==> config.mk <==
export PLATFORM = sky130hd
export DESIGN_NAME = pwm_capture
export DESIGN_NICKNAME = d
export VERILOG_FILES = /design/src/rtl/pwm_pkg.sv /design/src/rtl/sync_edge.sv /design/src/rtl/pwm_capture.sv
export SDC_FILE = /design/constraint.sdc
export NUM_CORES = 1
export LEC_CHECK = 0
export BUFFER_PORTS_ARGS = -buffer_cell sky130_fd_sc_hd__buf_2
export CAP_MARGIN = 20
export CORE_MARGIN = 5
export CORE_UTILIZATION = 61
export CTS_CLUSTER_DIAMETER = 50
export CTS_CLUSTER_SIZE = 12
export DETAILED_ROUTE_END_ITERATION = 10
export GPL_ROUTABILITY_DRIVEN = 0
export PLACE_DENSITY = 0.79
export SETUP_SLACK_MARGIN = 0.1
export SLEW_MARGIN = 40
export SYNTH_ARGS = -nofsm -noshare
export SYNTH_HDL_FRONTEND = slang
export SYNTH_HIERARCHICAL = 1
export SYNTH_SLANG_ARGS = --single-unit
==> constraint.sdc <==
create_clock -name clk -period 3.9 [get_ports clk]
set_input_delay 0.195 -clock clk [delete_from_list [all_inputs] [get_ports clk]]
set_output_delay 0.195 -clock clk [all_outputs]
set_load 0.02 [all_outputs]
==> src/rtl/pwm_pkg.sv <==
// Shared definitions for the PWM capture block and its companion PWM generator.
package pwm_pkg;

  // Measurement FSM: waiting for a first edge, inside the high phase, inside the low phase
  typedef enum logic [1:0] {
    ST_IDLE = 2'd0,
    ST_HIGH = 2'd1,
    ST_LOW  = 2'd2
  } pwm_state_t;

  // Number of thermometer steps on the LED bar
  localparam int LED_LVLS = 4;

  // Default counter width and dead-input timeout, shared with the generator
  localparam int DEF_CNT_W   = 16;
  localparam int DEF_TIMEOUT = 50000;

endpackage

==> src/rtl/sync_edge.sv <==
// Two-flop synchroniser for an asynchronous input, followed by a delay stage
// so that single-cycle rise/fall strobes can be derived in the clk domain.
module sync_edge (
  input  logic clk,
  input  logic rst,
  input  logic din,
  output logic level,
  output logic rise,
  output logic fall
);

  logic s1;
  logic s2;
  logic s3;

  // Synchroniser chain plus delay register; all stages clear on reset
  always_ff @(posedge clk) begin
    if (rst) begin
      s1 <= 1'b0;
      s2 <= 1'b0;
      s3 <= 1'b0;
    end else begin
      s1 <= din;
      s2 <= s1;
      s3 <= s2;
    end
  end

  assign level = s2;
  assign rise  = s2 & ~s3;
  assign fall  = ~s2 & s3;

endmodule

==> src/rtl/pwm_capture.sv <==
// Measures period and high time of an asynchronous PWM input in clk cycles
// and turns the duty ratio into a 4-step thermometer code for an LED bar.
module pwm_capture
  import pwm_pkg::*;
#(
  parameter int CNT_W   = DEF_CNT_W,
  parameter int TIMEOUT = DEF_TIMEOUT
) (
  input  logic                clk,
  input  logic                rst,
  input  logic                pwm_in,
  output logic [CNT_W-1:0]    period,
  output logic [CNT_W-1:0]    high_time,
  output logic [LED_LVLS-1:0] led_level,
  output logic                meas_valid,
  output logic                no_signal
);

  localparam logic [CNT_W-1:0] TIMEOUT_CNT = CNT_W'(TIMEOUT);
  localparam logic [CNT_W-1:0] CNT_ONE     = CNT_W'(1);

  logic level;
  logic rise;
  logic fall;

  pwm_state_t state;
  pwm_state_t state_nxt;

  logic [CNT_W-1:0]    cnt;
  logic [CNT_W-1:0]    cnt_nxt;
  logic [CNT_W-1:0]    hi_lat;
  logic [CNT_W-1:0]    hi_lat_nxt;
  logic [CNT_W-1:0]    period_nxt;
  logic [CNT_W-1:0]    high_time_nxt;
  logic [LED_LVLS-1:0] led_nxt;
  logic                meas_valid_nxt;
  logic                no_signal_nxt;

  // Products for the duty comparison, widened by two bits so 4x never overflows
  logic [CNT_W+1:0] hi_x4;
  logic [CNT_W+1:0] per_x1;
  logic [CNT_W+1:0] per_x2;
  logic [CNT_W+1:0] per_x3;
  logic [CNT_W+1:0] per_x4;
  logic [LED_LVLS-1:0] duty_level;

  sync_edge u_sync (
    .clk   (clk),
    .rst   (rst),
    .din   (pwm_in),
    .level (level),
    .rise  (rise),
    .fall  (fall)
  );

  // Duty thermometer for the measurement that closes this cycle: the new period
  // is the running count and the high time is the latched high count
  always_comb begin
    hi_x4  = {hi_lat, 2'b00};
    per_x1 = {2'b00, cnt};
    per_x2 = {1'b0, cnt, 1'b0};
    per_x3 = per_x2 + per_x1;
    per_x4 = {cnt, 2'b00};
    duty_level    = '0;
    duty_level[0] = (hi_x4 >= per_x1);
    duty_level[1] = (hi_x4 >= per_x2);
    duty_level[2] = (hi_x4 >= per_x3);
    duty_level[3] = (hi_x4 >= per_x4);
  end

  // Next-state and next-output logic: count through high and low phases,
  // publish a measurement on each closing rise, give up after TIMEOUT cycles
  always_comb begin
    state_nxt      = state;
    cnt_nxt        = cnt;
    hi_lat_nxt     = hi_lat;
    period_nxt     = period;
    high_time_nxt  = high_time;
    led_nxt        = led_level;
    meas_valid_nxt = 1'b0;
    no_signal_nxt  = no_signal;

    case (state)
      ST_IDLE: begin
        if (rise) begin
          cnt_nxt   = CNT_ONE;
          state_nxt = ST_HIGH;
        end
      end

      ST_HIGH: begin
        cnt_nxt = cnt + CNT_ONE;
        if (fall) begin
          hi_lat_nxt = cnt;
          state_nxt  = ST_LOW;
        end else if (cnt == TIMEOUT_CNT) begin
          cnt_nxt       = '0;
          state_nxt     = ST_IDLE;
          no_signal_nxt = 1'b1;
          led_nxt       = {LED_LVLS{level}};
        end
      end

      ST_LOW: begin
        cnt_nxt = cnt + CNT_ONE;
        if (rise) begin
          period_nxt     = cnt;
          high_time_nxt  = hi_lat;
          led_nxt        = duty_level;
          meas_valid_nxt = 1'b1;
          no_signal_nxt  = 1'b0;
          cnt_nxt        = CNT_ONE;
          state_nxt      = ST_HIGH;
        end else if (cnt == TIMEOUT_CNT) begin
          cnt_nxt       = '0;
          state_nxt     = ST_IDLE;
          no_signal_nxt = 1'b1;
          led_nxt       = {LED_LVLS{level}};
        end
      end

      default: begin
        cnt_nxt   = '0;
        state_nxt = ST_IDLE;
      end
    endcase
  end

  // State, counters and registered outputs; reset drops any measurement in progress
  always_ff @(posedge clk) begin
    if (rst) begin
      state      <= ST_IDLE;
      cnt        <= '0;
      hi_lat     <= '0;
      period     <= '0;
      high_time  <= '0;
      led_level  <= '0;
      meas_valid <= 1'b0;
      no_signal  <= 1'b1;
    end else begin
      state      <= state_nxt;
      cnt        <= cnt_nxt;
      hi_lat     <= hi_lat_nxt;
      period     <= period_nxt;
      high_time  <= high_time_nxt;
      led_level  <= led_nxt;
      meas_valid <= meas_valid_nxt;
      no_signal  <= no_signal_nxt;
    end
  end

endmodule
-- Word-level counts from Yosys, hierarchy flattened
Index checks and enable logic that the tools add are counted.
- bits in registers: 75
- multiplexer cells: 19
- order comparisons: 4
- eq/ne operators: 5
- bitwise gates (word level): 5
- $add $sub $neg: 2
- reductions and logical operators: 6
- operators with widths (cell ; count):
    2-to-1 mux 16 bit ; 4
    one-hot mux 16 bit (3 select lines) ; 1
    greater-or-equal comparator 18 bit ; 2
    adder 17 x 16 -> 18 bit ; 1
    greater-or-equal comparator 18 x 16 -> 1 bit ; 1
    greater-or-equal comparator 18 x 17 -> 1 bit ; 1
    adder 16 x 1 -> 16 bit (second input constant) ; 1
    == test 16 bit (second input constant) ; 1
    2-to-1 mux 4 bit ; 3
    2-to-1 mux 2 bit ; 4
    one-hot mux 4 bit (2 select lines) ; 1
    one-hot mux 2 bit (3 select lines) ; 1
    AND reduction 2 bit ; 3
    2-to-1 mux 1 bit ; 4
    inequality test 2 bit (second input constant) ; 2
    inverter 1 bit ; 3
    bitwise AND 1 bit ; 2
    == test 2 x 1 -> 1 bit (second input constant) ; 1
    == test 2 bit (second input constant) ; 1
    logical NOT 2 bit ; 1
    one-hot mux 1 bit (2 select lines) ; 1
    nonzero test 2 bit ; 1
    OR reduction 2 bit ; 1

-- Longest topological paths before layout
- word-level depth: 4
- gate-level depth with buffers: 14
- mapped depth without buffers: 13

-- By module
The synthesis kept the hierarchy.
- by module, submodules not included (module ; seq. area each (um2) ; area each (um2) ; times used ; cells each):
    pwm_capture ; 1441.4 ; 5139.9 ; 1 ; 638
    sync_edge ; 60.1 ; 91.3 ; 1 ; 8

-- Worst setup path after synthesis
Ideal clock, no wire load.
- kind: register -> register
- from: register cnt[1]
- to: register led_level[2]
- stages on the path, launching flop included: 14
- data arrival time: 2850 ps
- period minus slack after synthesis: 2982 ps
- required time: 3768 ps
- path slack: 918 ps
- cell sequence: dfxtp_1 ha_1 fa_1 a21o_1 a31oi_2 a21o_1 a21oi_1 nor3_1 ha_1 a21o_1 a21o_1 a211oi_1 and3b_1 a221oi_1
- cells in the longest elaborated chain, start to end: 4
- elaborated cells between the ends (all ways): 7
- RTL lines (item ; line ; text):
    start, declared ; pwm_capture.sv:29 ; logic [CNT_W-1:0] cnt;
    start signal, assigned ; pwm_capture.sv:142 ; cnt <= cnt_nxt;
    adder 17 x 16 -> 18 bit or == test 16 bit (tied branches) ; pwm_capture.sv:62, pwm_capture.sv:96, pwm_capture.sv:114 ;
    greater-or-equal comparator 18 bit or 2-to-1 mux 4 bit (tied branches) ; - ;
    2-to-1 mux 4 bit, on equally long branches ; - ;
    one-hot mux 4 bit (2 select lines) (*) ; pwm_capture.sv:83 ; case (state)
    end signal, assigned ; pwm_capture.sv:146 ; led_level <= led_nxt;
    end, declared ; pwm_capture.sv:14 ; output logic [LED_LVLS-1:0] led_level,
Every way passes the cells marked *; elsewhere a longest branch is shown, timed or not. The select of a mux whose other input is x is not followed.
A chain may end at the register's enable or synchronous reset.

-- Worst setup path in the final report
Ends and elaborated chain as after synthesis.

==> out/qor.yml <==
setup_path:
  path_delay_family: "compound AO/OA/AOI/OAI gates"
  timing.rr.end: "led_level[2]"
  cp_data_arrival_time_ps: 3560
  critPathKind: "flop to flop"
  crit_top_cell: "a21o_1"
  cp_cell_sequence: "ha_1 > fa_1 > a21o_1 > a31oi_2 > a21oi_1 > nor3_1 > nor3_1 > ha_1 > a21o_1 > a21o_1 > a211oi_1 > and3b_1 > a221oi_1"
  end_kind: "flop"
  crit_path_start_kind: "flop"
  critPathSlowestCell: "fa_1"
  r2r_cells: 13
  required_ps: 4140
  r2r_setup_slack_ps: 580
  slowest_delay_ps: 440
  worst-path-buf-inv: 0
  r2r-start: "cnt[1]"
  critical_path_peak_fanout: 8
detailed_routing:
  antenna_left: 0
  postRouteWirelength_mm: 14.5
  drt_iter0_drc: 375
  avgViaCountPerCell: 6.30
  vias: 4954
  routedWlPerCell_um: 18.4
  drc: 0
  first_pass_iters: 5
synthesis:
  synth_flop_cell: "dfxtp_1"
  async_reset_ff_share_pct: 0
  yosysMostFrequentCell: "nand2_1"
  mappedNetlistArea_um2: 5230
  syn-num-nets: 733
  syn_avg_cell_area_um2: 8.10
  synthSimpleGateAreaFrac_pct: 20.8
  synthTopCellsByArea: "dfxtp_1, ha_1, nand2_1, a21oi_1, a21o_1"
  synth_top_family_by_area: "compound AO/OA/AOI/OAI gates"
  ys_ff_latch: 75
  ys_seq_area_share_pct: 28.7
  synth_commonest_cells: "nand2_1, a21oi_1, ha_1, dfxtp_1"
  synth_xor_area_share_pct: 2.68
  yosysWarnings: 6
  ys_types: 70
  synth_top_area_cell: "dfxtp_1"
  synth_top_area_share_pct: 28.7
  synthCells: 646
  synth-compound-area-share_pct: 22.5
  synthMuxAreaShare_pct: 0.813
  synth_fa_ha_area_share_pct: 20.2
  synth_edf_count: 0
clock_network:
  clkSlewWorstSetupHoldPaths_ps: 90
  clock_path_buffers: 2
  cts_hold_buf: 0
  clkSinkCount: 75
  cts_resized: 0
  htree_levels: 3
  insertion_delay_ps: 360
  root_buffer: "clkbuf_8"
  cts_tree: "done"
  cts_inserted_buffers: 9
  postCtsSetupBuffers: 0
min_path:
  whs_path_depth: 2
  min_path_type: "input port to flop"
  whs_endpoint: "u_sync/s1"
  hp-start: "pwm_in"
final_layout:
  drive_gt1_share_pct: 11.2
  syn_to_final_growth_pct: 7.99
  num_antenna_cells: 0
  filler_cell_count: 695
  fin_nets: 763
global_route:
  antenna_found_initial: 0
  track_usage_pct: 28.6
  grt_pass1_vias: 4755
  grt_overflow: 0
  gr-usage-met3_pct: 4.67
  met2_usage_pct: 45.3
  grt_pass1_wl_mm: 23.4
  use_met1_pct: 37.3
  grt_max_degree: 59
  top_usage_layer: "met2"
floorplan:
  dieArea_um2: 10500
  die_h_um: 103
  die_w_um: 103
  rows: 33
  initial_core_util_pct: 63.0
  boundaryPins: 41
  design.core.area_um2: 8300
power_and_ir_drop:
  vdd_ir_drop_max_v: 0.000155
  p_total_mw: 1.39
  power_density_nw_per_um2: 246
  p_leak_nw: 2.42
timing:
  hold_viol_final: 0
  timing.final.crit_period_ps: 3320
  slew_headroom_pct: 47.2
  finalMaxSlewViolations: 0
  max_clock_freq_ghz: 0.301
  worst_slew_pin_slew_ps: 792
  rsz0062_at_grt: "no"
  finalSetupTns_ps: 0
  setup_viol: 0
  fin_crit_sh_pct: 85.1
  fin_skew_ps: 17.4
  finalWorstSetupSlack_ps: 580
placement:
  port_buffers: 40
  dp_hpwl_mm: 11.0
  place_ws_ps: 604
outcome:
  status: "complete, no violations"
flow_run:
  drv_cap: 0
where the power goes:
group / switching, mW / leakage (nW) / internal, mW
registers: 0.00393 / 0.605 / 0.768
clock network: 0.321 / 0.0864 / 0.231
logic: 0.0436 / 1.73 / 0.0223
total: 0.368 / 2.42 / 1.02
layout make-up:
type | instances | area, µm² | area share, %
clock buffer | 10 | 128 | 2.26
clock inverter | 6 | 40.0 | 0.709
inverter | 29 | 109 | 1.93
multi-input combinational | 517 | 3510 | 62.1
sequential | 75 | 1500 | 26.6
tap | 105 | 131 | 2.33
timing repair buffer | 44 | 230 | 4.08
stage by stage:
step | instances | utilization [%] | hold WS (ps) | instance area, µm²
after global placement | 770 | 66.0 | 411 | 5480
after detailed placement | 770 | 66.0 | 412 | 5480
after floorplan | 646 | - | 267 | 5230
after CTS | 786 | 68.1 | 45.3 | 5650
final | 786 | 68.1 | 52.3 | 5650
after global routing | 786 | 68.1 | 68.0 | 5650
worst max-delay path by stage:
stage	endpoint	cells after the start	start	slack (ps)
4_1_cts	led_level[2]	13	cnt[1]	590
2_1_floorplan	led_level[2]	13	cnt[1]	920
6_report	led_level[2]	13	cnt[1]	580
3_5_place_dp	led_level[2]	13	cnt[1]	600
5_1_grt	led_level[2]	13	cnt[1]	410
3_3_place_gp	led_level[2]	13	cnt[1]	700
worst reg2reg max path, cell delays in order, from the launching register on:
cell and delay, ps:
dfxtp_1 380, ha_1 310, fa_1 450, a21o_1 240, a31oi_2 210, a21oi_1 120
nor3_1 190, nor3_1 80, ha_1 310, a21o_1 170, a21o_1 170, a211oi_1 290
and3b_1 210, a221oi_1 80
state kept, by name, summed over array words and instances (netlist names):
signal / cells
cnt: 16
hi_lat: 16
high_time: 16
period: 16
led_level: 4
state: 2
meas_valid: 1
no_signal: 1
u_sync/level: 1
u_sync/s1: 1
u_sync/s3: 1
logic make-up after synthesis:
kind of cell | count (synthesis)
simple gates | 230
compound gates | 183
fa+ha+maj | 84
flops | 75
buf+inv | 54
xor+xnor | 16
mux | 4
cells in the final DEF (no fill, tap or decap), types with 4 or more instances in the layout:
| cell type | n |
|---|---|
| inv_1 | 28 |
| a21oi_1 | 86 |
| clkbuf_8 | 9 |
| nand4_1 | 12 |
| xnor2_1 | 14 |
| a211oi_1 | 11 |
| o21a_1 | 4 |
| nand3_1 | 15 |
| a21o_1 | 17 |
| ha_1 | 83 |
| o211ai_1 | 4 |
| o21ai_0 | 19 |
| nand2b_1 | 9 |
| buf_2 | 40 |
| a211o_1 | 4 |
| nor3_1 | 9 |
| a31oi_1 | 8 |
| buf_4 | 4 |
| nor2b_1 | 11 |
| nor2_1 | 28 |
| dfxtp_1 | 75 |
| nand2_1 | 120 |
metal layers:
layer	share of wire [%]	wire length, µm	up-vias
met4	5.0	722	0
met2	45	6550	218
met5	0	0	-
met3	7.3	1050	55
met1	42	6150	2307
li1	-	-	2374
Note: power is estimated with default switching activity, not from simulation.
